### src/rtl/mux_pkg.sv
// Shared definitions for the registered N-way selector:
//   skid_state_t : skid-buffer occupancy encoding (EMPTY / ONE / TWO)
//   STATS_W      : width of the optional out-of-range beat counter
//   clog2        : ceiling log2, used to validate the select width
package mux_pkg;

  typedef enum logic [1:0] {
    EMPTY = 2'd0,
    ONE   = 2'd1,
    TWO   = 2'd2
  } skid_state_t;

  localparam int unsigned STATS_W = 16;

  // Smallest r such that 2**r >= n (0 for n <= 1).
  function automatic int unsigned clog2(input int unsigned n);
    int unsigned r;
    r = 0;
    for (int unsigned i = 0; i < 32; i++) begin
      if ((64'(1) << i) < 64'(n)) r = i + 1;
    end
    return r;
  endfunction

endpackage

### src/rtl/mux_n_sel.sv
// Purely combinational N-way selector with range check.
// Ports:
//   sel    : select index
//   data   : flattened inputs, input k at [k*WIDTH +: WIDTH]
//   err_c  : 1 when sel >= NUM_IN
//   data_c : selected input, or DEFAULT_VAL when out of range
module mux_n_sel #(
  parameter int unsigned          WIDTH       = 32,
  parameter int unsigned          NUM_IN      = 3,
  parameter int unsigned          SEL_W       = 2,
  parameter logic [WIDTH-1:0]     DEFAULT_VAL = '0
) (
  input  logic [SEL_W-1:0]        sel,
  input  logic [NUM_IN*WIDTH-1:0] data,
  output logic                    err_c,
  output logic [WIDTH-1:0]        data_c
);

  // Compare against every legal index; no match leaves the default and error.
  always_comb begin
    data_c = DEFAULT_VAL;
    err_c  = 1'b1;
    for (int unsigned k = 0; k < NUM_IN; k++) begin
      if (sel == SEL_W'(k)) begin
        data_c = data[k*WIDTH +: WIDTH];
        err_c  = 1'b0;
      end
    end
  end

endmodule

### src/rtl/mux_n_reg.sv
// Registered N-way selector with valid/ready handshake and a 2-entry skid
// buffer so one beat per cycle is sustained under backpressure.
// Ports:
//   clk, reset           : clock, asynchronous active-high reset
//   in_valid / in_ready  : input handshake (in_ready is registered)
//   in_sel, in_data      : select and flattened data, sampled on input fire
//   out_valid / out_ready: output handshake
//   out_data, out_err    : selected value and out-of-range flag
// Optional (macro MUX_N_REG_STATS_EN):
//   stats_clr            : synchronous clear of err_count (beats increment)
//   err_count            : saturating count of out-of-range beats accepted
module mux_n_reg
  import mux_pkg::*;
#(
  parameter int unsigned      WIDTH       = 32,
  parameter int unsigned      NUM_IN      = 3,
  parameter int unsigned      SEL_W       = 2,
  parameter logic [WIDTH-1:0] DEFAULT_VAL = '0
) (
  input  logic                    clk,
  input  logic                    reset,
  input  logic                    in_valid,
  output logic                    in_ready,
  input  logic [SEL_W-1:0]        in_sel,
  input  logic [NUM_IN*WIDTH-1:0] in_data,
  output logic                    out_valid,
  input  logic                    out_ready,
  output logic [WIDTH-1:0]        out_data,
  output logic                    out_err
`ifdef MUX_N_REG_STATS_EN
  ,
  input  logic                    stats_clr,
  output logic [STATS_W-1:0]      err_count
`endif
);

  // Reject configurations the select cannot address.
  if (SEL_W < clog2(NUM_IN)) begin : g_bad_sel_w
    $error("mux_n_reg: SEL_W too narrow for NUM_IN");
  end
  if (NUM_IN < 2 || NUM_IN > 16) begin : g_bad_num_in
    $error("mux_n_reg: NUM_IN must be in 2..16");
  end

  skid_state_t      state;
  logic [WIDTH-1:0] skid_data;
  logic             skid_err;
  logic [WIDTH-1:0] sel_data_c;
  logic             sel_err_c;
  logic             fire_in_c;
  logic             fire_out_c;

  assign fire_in_c  = in_valid & in_ready;
  assign fire_out_c = out_valid & out_ready;

  mux_n_sel #(
    .WIDTH       (WIDTH),
    .NUM_IN      (NUM_IN),
    .SEL_W       (SEL_W),
    .DEFAULT_VAL (DEFAULT_VAL)
  ) u_sel (
    .sel    (in_sel),
    .data   (in_data),
    .err_c  (sel_err_c),
    .data_c (sel_data_c)
  );

  // Skid-buffer FSM: main register drives out_*, skid holds the overflow beat.
  always_ff @(posedge clk or posedge reset) begin
    if (reset) begin
      state     <= EMPTY;
      out_valid <= 1'b0;
      out_data  <= '0;
      out_err   <= 1'b0;
      skid_data <= '0;
      skid_err  <= 1'b0;
      in_ready  <= 1'b1;
    end else begin
      case (state)
        EMPTY: begin
          if (fire_in_c) begin
            out_data  <= sel_data_c;
            out_err   <= sel_err_c;
            out_valid <= 1'b1;
            state     <= ONE;
          end
        end
        ONE: begin
          if (fire_in_c && fire_out_c) begin
            out_data <= sel_data_c;
            out_err  <= sel_err_c;
          end else if (fire_in_c) begin
            skid_data <= sel_data_c;
            skid_err  <= sel_err_c;
            in_ready  <= 1'b0;
            state     <= TWO;
          end else if (fire_out_c) begin
            out_valid <= 1'b0;
            state     <= EMPTY;
          end
        end
        TWO: begin
          if (fire_out_c) begin
            out_data <= skid_data;
            out_err  <= skid_err;
            in_ready <= 1'b1;
            state    <= ONE;
          end
        end
        default: begin
          out_valid <= 1'b0;
          in_ready  <= 1'b1;
          state     <= EMPTY;
        end
      endcase
    end
  end

`ifdef MUX_N_REG_STATS_EN
  // Saturating count of out-of-range beats; clear wins over increment.
  always_ff @(posedge clk or posedge reset) begin
    if (reset) begin
      err_count <= '0;
    end else if (stats_clr) begin
      err_count <= '0;
    end else if (fire_in_c && sel_err_c && (err_count != '1)) begin
      err_count <= err_count + STATS_W'(1);
    end
  end
`endif

endmodule

### config.mk
export PLATFORM = sky130hd
export DESIGN_NAME = mux_n_reg
export DESIGN_NICKNAME = d
export VERILOG_FILES = /design/src/rtl/mux_pkg.sv /design/src/rtl/mux_n_sel.sv /design/src/rtl/mux_n_reg.sv
export SDC_FILE = /design/constraint.sdc
export NUM_CORES = 1
export LEC_CHECK = 0
export BUFFER_PORTS_ARGS = -buffer_cell sky130_fd_sc_hd__buf_2
export CAP_MARGIN = 20
export CORE_ASPECT_RATIO = 0.8
export CORE_UTILIZATION = 47
export CTS_CLUSTER_SIZE = 12
export DETAILED_ROUTE_END_ITERATION = 12
export PLACE_DENSITY = 0.83
export SYNTH_ARGS = -nofsm -noshare
export SYNTH_HDL_FRONTEND = slang
export SYNTH_SLANG_ARGS = --single-unit
### constraint.sdc
create_clock -name clk -period 2 [get_ports clk]
set_clock_uncertainty 0.05 [all_clocks]
set_input_delay 0.3 -clock clk [delete_from_list [all_inputs] [get_ports clk]]
set_output_delay 0.3 -clock clk [all_outputs]
set_load 0.02 [all_outputs]
# Word level (Yosys, flattened, before mapping)
# Index checks and enable logic that the tools add are counted.
[word_totals] inputBits=102 out_inout_bits=35 register_bits=70
[classes] bitwise=5 n_eq_ne=12 reduce_logical=9 mux=29
[op_table] operator="$mux 32" n=6
[op_table] operator="$pmux 32 s3" n=1
[op_table] operator="$ne 2x2->1 const B" n=7
[op_table] operator="$mux 1" n=13
[op_table] operator="$reduce_and 4->1" n=3
[op_table] operator="$mux 2" n=5
[op_table] operator="$pmux 1 s3" n=3
[op_table] operator="$pmux 2 s3" n=1
[op_table] operator="$reduce_and 5->1" n=1
[op_table] operator="$eq 2x1->1 const B" n=2
[op_table] operator="$eq 2x2->1 const B" n=2
[op_table] operator="$logic_not 2->1" n=2
[op_table] operator="$ne 3x3->1 const B" n=1
[op_table] operator="$not 1->1" n=3
[op_table] operator="$reduce_and 3->1" n=1
[op_table] operator="$reduce_bool 3->1" n=1
[op_table] operator="$and 1x1->1" n=2
[op_table] operator="$logic_and 1x1->1" n=1

# Depth between registers and ports, before layout
[depth] ltp_word=6 depth_mapped=6 mapped_depth_nobuf=3

# Hierarchy
# A second synthesis with hierarchy kept.
[hier_totals] cells_unflattened=276 area_unflattened_um2=4337.9
[modules_own_cells] module="mux_n_reg" area_per_inst_um2=3390.8 instances=1 cells_each=198
[modules_own_cells] module="mux_n_sel" area_per_inst_um2=947.2 instances=1 cells_each=78

# Worst setup path before layout
# No wires, ideal clock.
[synth_timing] kind="register -> register" startpoint="register in_ready" endpoint="register skid_data[0]" path_stages_with_launch=6 setup_slack_ps=382 setup_time_ps=125 required_ps=1825 arrival_ps=1443 path_buffers=2 path_cell_list="dfstp_2 and3b_1 buf_4 nand2_4 buf_6 mux2_4"
[synth_via] elab_chain_len=4
[synth_lines] element="from (decl)" line="mux_n_reg.sv:23" rtl="output logic in_ready,"
[synth_lines] element="from (signal assigned)" line="mux_n_reg.sv:77" rtl="in_ready <= 1'b1;"
[synth_lines] element="from (signal assigned)" line="mux_n_reg.sv:95" rtl="in_ready <= 1'b0;"
[synth_lines] element="from (signal assigned)" line="mux_n_reg.sv:106" rtl="in_ready <= 1'b1;"
[synth_lines] element="$and 1x1->1 (*)" line="mux_n_reg.sv:53" rtl="assign fire_in_c = in_valid & in_ready;"
[synth_lines] element="$logic_and 1x1->1" line="mux_n_reg.sv:89" rtl="if (fire_in_c && fire_out_c) begin"
[synth_lines] element="$not 1->1 (no line)"
[synth_lines] element="$reduce_and 3->1 (no line) (*)"
[synth_lines] element="to (signal assigned)" line="mux_n_reg.sv:93" rtl="skid_data <= sel_data_c;"
[synth_lines] element="to (decl)" line="mux_n_reg.sv:46" rtl="logic [WIDTH-1:0] skid_data;"
# Every way passes the cells marked *; elsewhere a longest branch is shown, timed or not.
# A chain may end at the register's enable or synchronous reset.

# Final worst setup path
[layout_timing] startpoint="register state[1]" endpoint="register skid_data[31]"
[layout_via] elab_chain_len=2
[layout_lines] element="from (decl)" line="mux_n_reg.sv:45" rtl="skid_state_t state;"
[layout_lines] element="from (signal assigned)" line="mux_n_reg.sv:71" rtl="state <= EMPTY;"
[layout_lines] element="from (signal assigned)" line="mux_n_reg.sv:85" rtl="state <= ONE;"
[layout_lines] element="from (signal assigned)" line="mux_n_reg.sv:96" rtl="state <= TWO;"
[layout_lines] element="$eq 2x1->1" line="mux_n_reg.sv:79" rtl="case (state)"
[layout_lines] element="$reduce_and 3->1 (no line)"
# Every way passes these cells.

==> results.toml <==
[drt]
drt-vias-per-instance = 6.00
via_count = 3861
drc = 0
drt-total-wl_um = 11200
drt_first_pass_iters = 5
wire_per_inst_um = 17.4
initialDrtViolationCount = 302
ant_nets = 0

[floorplan]
std_cell_rows = 30
start_util = 0.495
die_y_um = 87.5
num_io_pins = 137
die_area_mm2 = 0.00953
core_mm2 = 0.00867
fp.dieW_um = 109

[finish]
final_nets = 629
syn_to_final_growth_pct = 24.2
insertedDiodeCount = 0
nFillCells = 694
post_route_cells_drive_above_1_share = 0.395
regArea_mm2 = 0.00175
multiInputGateArea_mm2 = 0.00229

[flow_run]
cap_violations = 0

[grt]
grt_pass1_vias = 3700
track_usage = 0.239
antenna_found_initial = 0
grt_overflow = 0
grt_start_max_net_pins = 66
grt_pass1_wl_um = 17600

[synth]
netlist_instances = 409
syn_nets = 511
yosys_register_bits = 70
synth_cell_type_count = 33
synth_xor_area_frac = 0
muxShareOfSynthArea = 0.161
synthSimpleGateAreaFrac = 0.108
async_flop_share = 1.00
ys_warn_count = 0
yosysTopAreaCell = "dfrtp_1"
ys.flop_type = "dfrtp_1"
synth_most_common_cell = "dfrtp_1"
seq_area_frac_synth = 0.408
synthTopCellsByArea = "dfrtp_1 (40%), mux2_4 (7.0%), o211ai_1 (5.6%)"
synth.avg_cell_area_um2 = 10.5
synth_fa_ha_area_frac = 0
synth_compound_area_frac = 0.264
yosys-top-cells-count = "dfrtp_1 (69), nor2_1 (34), o211ai_1 (32), o31ai_1 (32), a21oi_1 (24)"
syn_area_mm2 = 0.00430
synth_edf_count = 0
synth_top_area_frac = 0.402
synth_top_family_by_area = "compound AO/OA/AOI/OAI gates"

[worst_hold_path]
hold_path_class = "input port to async pin"

[setup_path]
rr_endpoint = "skid_data[31]"
cpMaxStageDelayCell = "dfrtp_1"
critPathLaunchType = "flip-flop"
end_kind = "flip-flop"
rr_worst_depth = 3
cp.required_ps = 2160
critPathTopFamily = "simple AND/OR/NAND/NOR gates"
cp_max_fo = 22
cp.arrival_ps = 1870
startpoint = "state[1]"
cpPeakStageDelay_ps = 510
critPathKind = "flip-flop to flip-flop"
path_cells = "and3b_1, nand2_4, mux2_2"
reg2reg_from = "state[1]"
worst-path-buf-inv = 0
reg2reg_slack_ps = 300

[clock_network]
cts_sinks = 70
cts_resized = 0
clock_latency_ps = 330
cts_root_buf = "clkbuf_16"
postCtsSetupBuffers = 0
holdBufCountCts = 0
cts_buffers = 9
cts_buffer_depth = 2
htree_levels = 3
cts_tree = "done"
clk_pin_slew_ps = 60

[sta]
rsz0062_at_grt = "false"
slew_headroom = 0.535
finalSetupTns_ps = 0
maxSlewViolCount = 0
worstMarginPinSlew_ps = 697
setup_viol = 0
hold_violations = 1
finalCriticalPeriod_ps = 1700
holdWs_ps = -0.0303
clock.fmax_mhz = 587
fin_crit_sh = 0.851

[placed_design]
finalWeightedCongestion = 0.800
hpwl_um = 7540
io_buffers = 136

[outcome]
violations = "negative hold slack"
status = "finished, violations left"

[pwr]
p_per_area_mw_per_mm2 = 634
total_power_mw = 3.38
peakVddDrop_v = 0.000388
p_leak_nw = 2.85
==> how the worst max path moves through the flow <==
stage,to,slack [ps],depth (start not counted)
floorplan,skid_data[0],380,5
global route,skid_err,240,3
detailed placement,skid_data[31],310,3
global placement,skid_err,350,3
finish,skid_data[31],300,3
CTS,skid_data[31],310,3
==> registers in the layout, indices dropped and copies added (netlist names) <==
register	count
state	2
out_data	32
skid_data	32
in_ready	1
out_valid	1
skid_err	1
out_err	1
==> placed cells by master, fill, tap and decap left out, types with 2 or more instances in the layout <==
cell type and instances:
inv_1 2, and2_1 2, buf_4 13, a21oi_1 24
a31oi_1 11, mux2i_1 22, mux2_2 15, o21ai_0 22
buf_12 3, mux2_4 20, a211oi_1 11, o31ai_1 32
buf_2 136, dfrtp_1 69, o211a_1 21, nor2_1 34
and3b_1 12, nand3b_1 21, clkbuf_16 9, o211ai_1 32
clkinv_2 2
==> cell type report <==
type	count	area share
clock inverter	5	0.0108
multi-input combinational	291	0.429
clock buffer	11	0.0455
tap	112	0.0263
inverter	3	0.00281
timing repair buffer	152	0.157
sequential	70	0.328
==> through the flow <==
stage	util	instance area, um2	setup WS [ps]	cells
2_1_floorplan	-	4300	382	409
3_3_place_gp	0.581	5040	354	628
3_5_place_dp	0.581	5040	311	628
4_1_cts	0.615	5340	309	644
5_1_grt	0.615	5340	242	644
6_report	0.615	5340	298	644
==> layer usage <==
| metal | up-vias | part of all wire | GRT usage |
|---|---|---|---|
| met5 | - | 0 | 0 |
| met2 | 171 | 0.48 | 0.393 |
| met4 | 0 | 0.011 | 0.0688 |
| met1 | 1873 | 0.45 | 0.318 |
| met3 | 15 | 0.056 | 0.0546 |
| li1 | 1802 | - | - |
==> logic make-up (layout without fill, tap and decap cells) <==
family                 after synthesis  count (layout)
buffers and inverters               48             171
and+or+nand+nor                     75              75
DFF                                 70              70
AOI/OAI and AO/OA                  159             159
muxes                               57              57
==> where the power goes <==
group	switching, mW	internal, mW	leakage (nW)	total, mW
clock network	0.595	1.00	0.150	1.60
logic	0.184	0.185	1.73	0.369
registers	0.000000000293	1.42	0.970	1.42
==> worst register-to-register path: cells and delay by family (launching register included) <==
family | cells | cell delay (ps)
DFF | 1 | 510
and+or+nand+nor | 2 | 630
muxes | 1 | 400
Note: power is estimated with default switching activity, not from simulation.
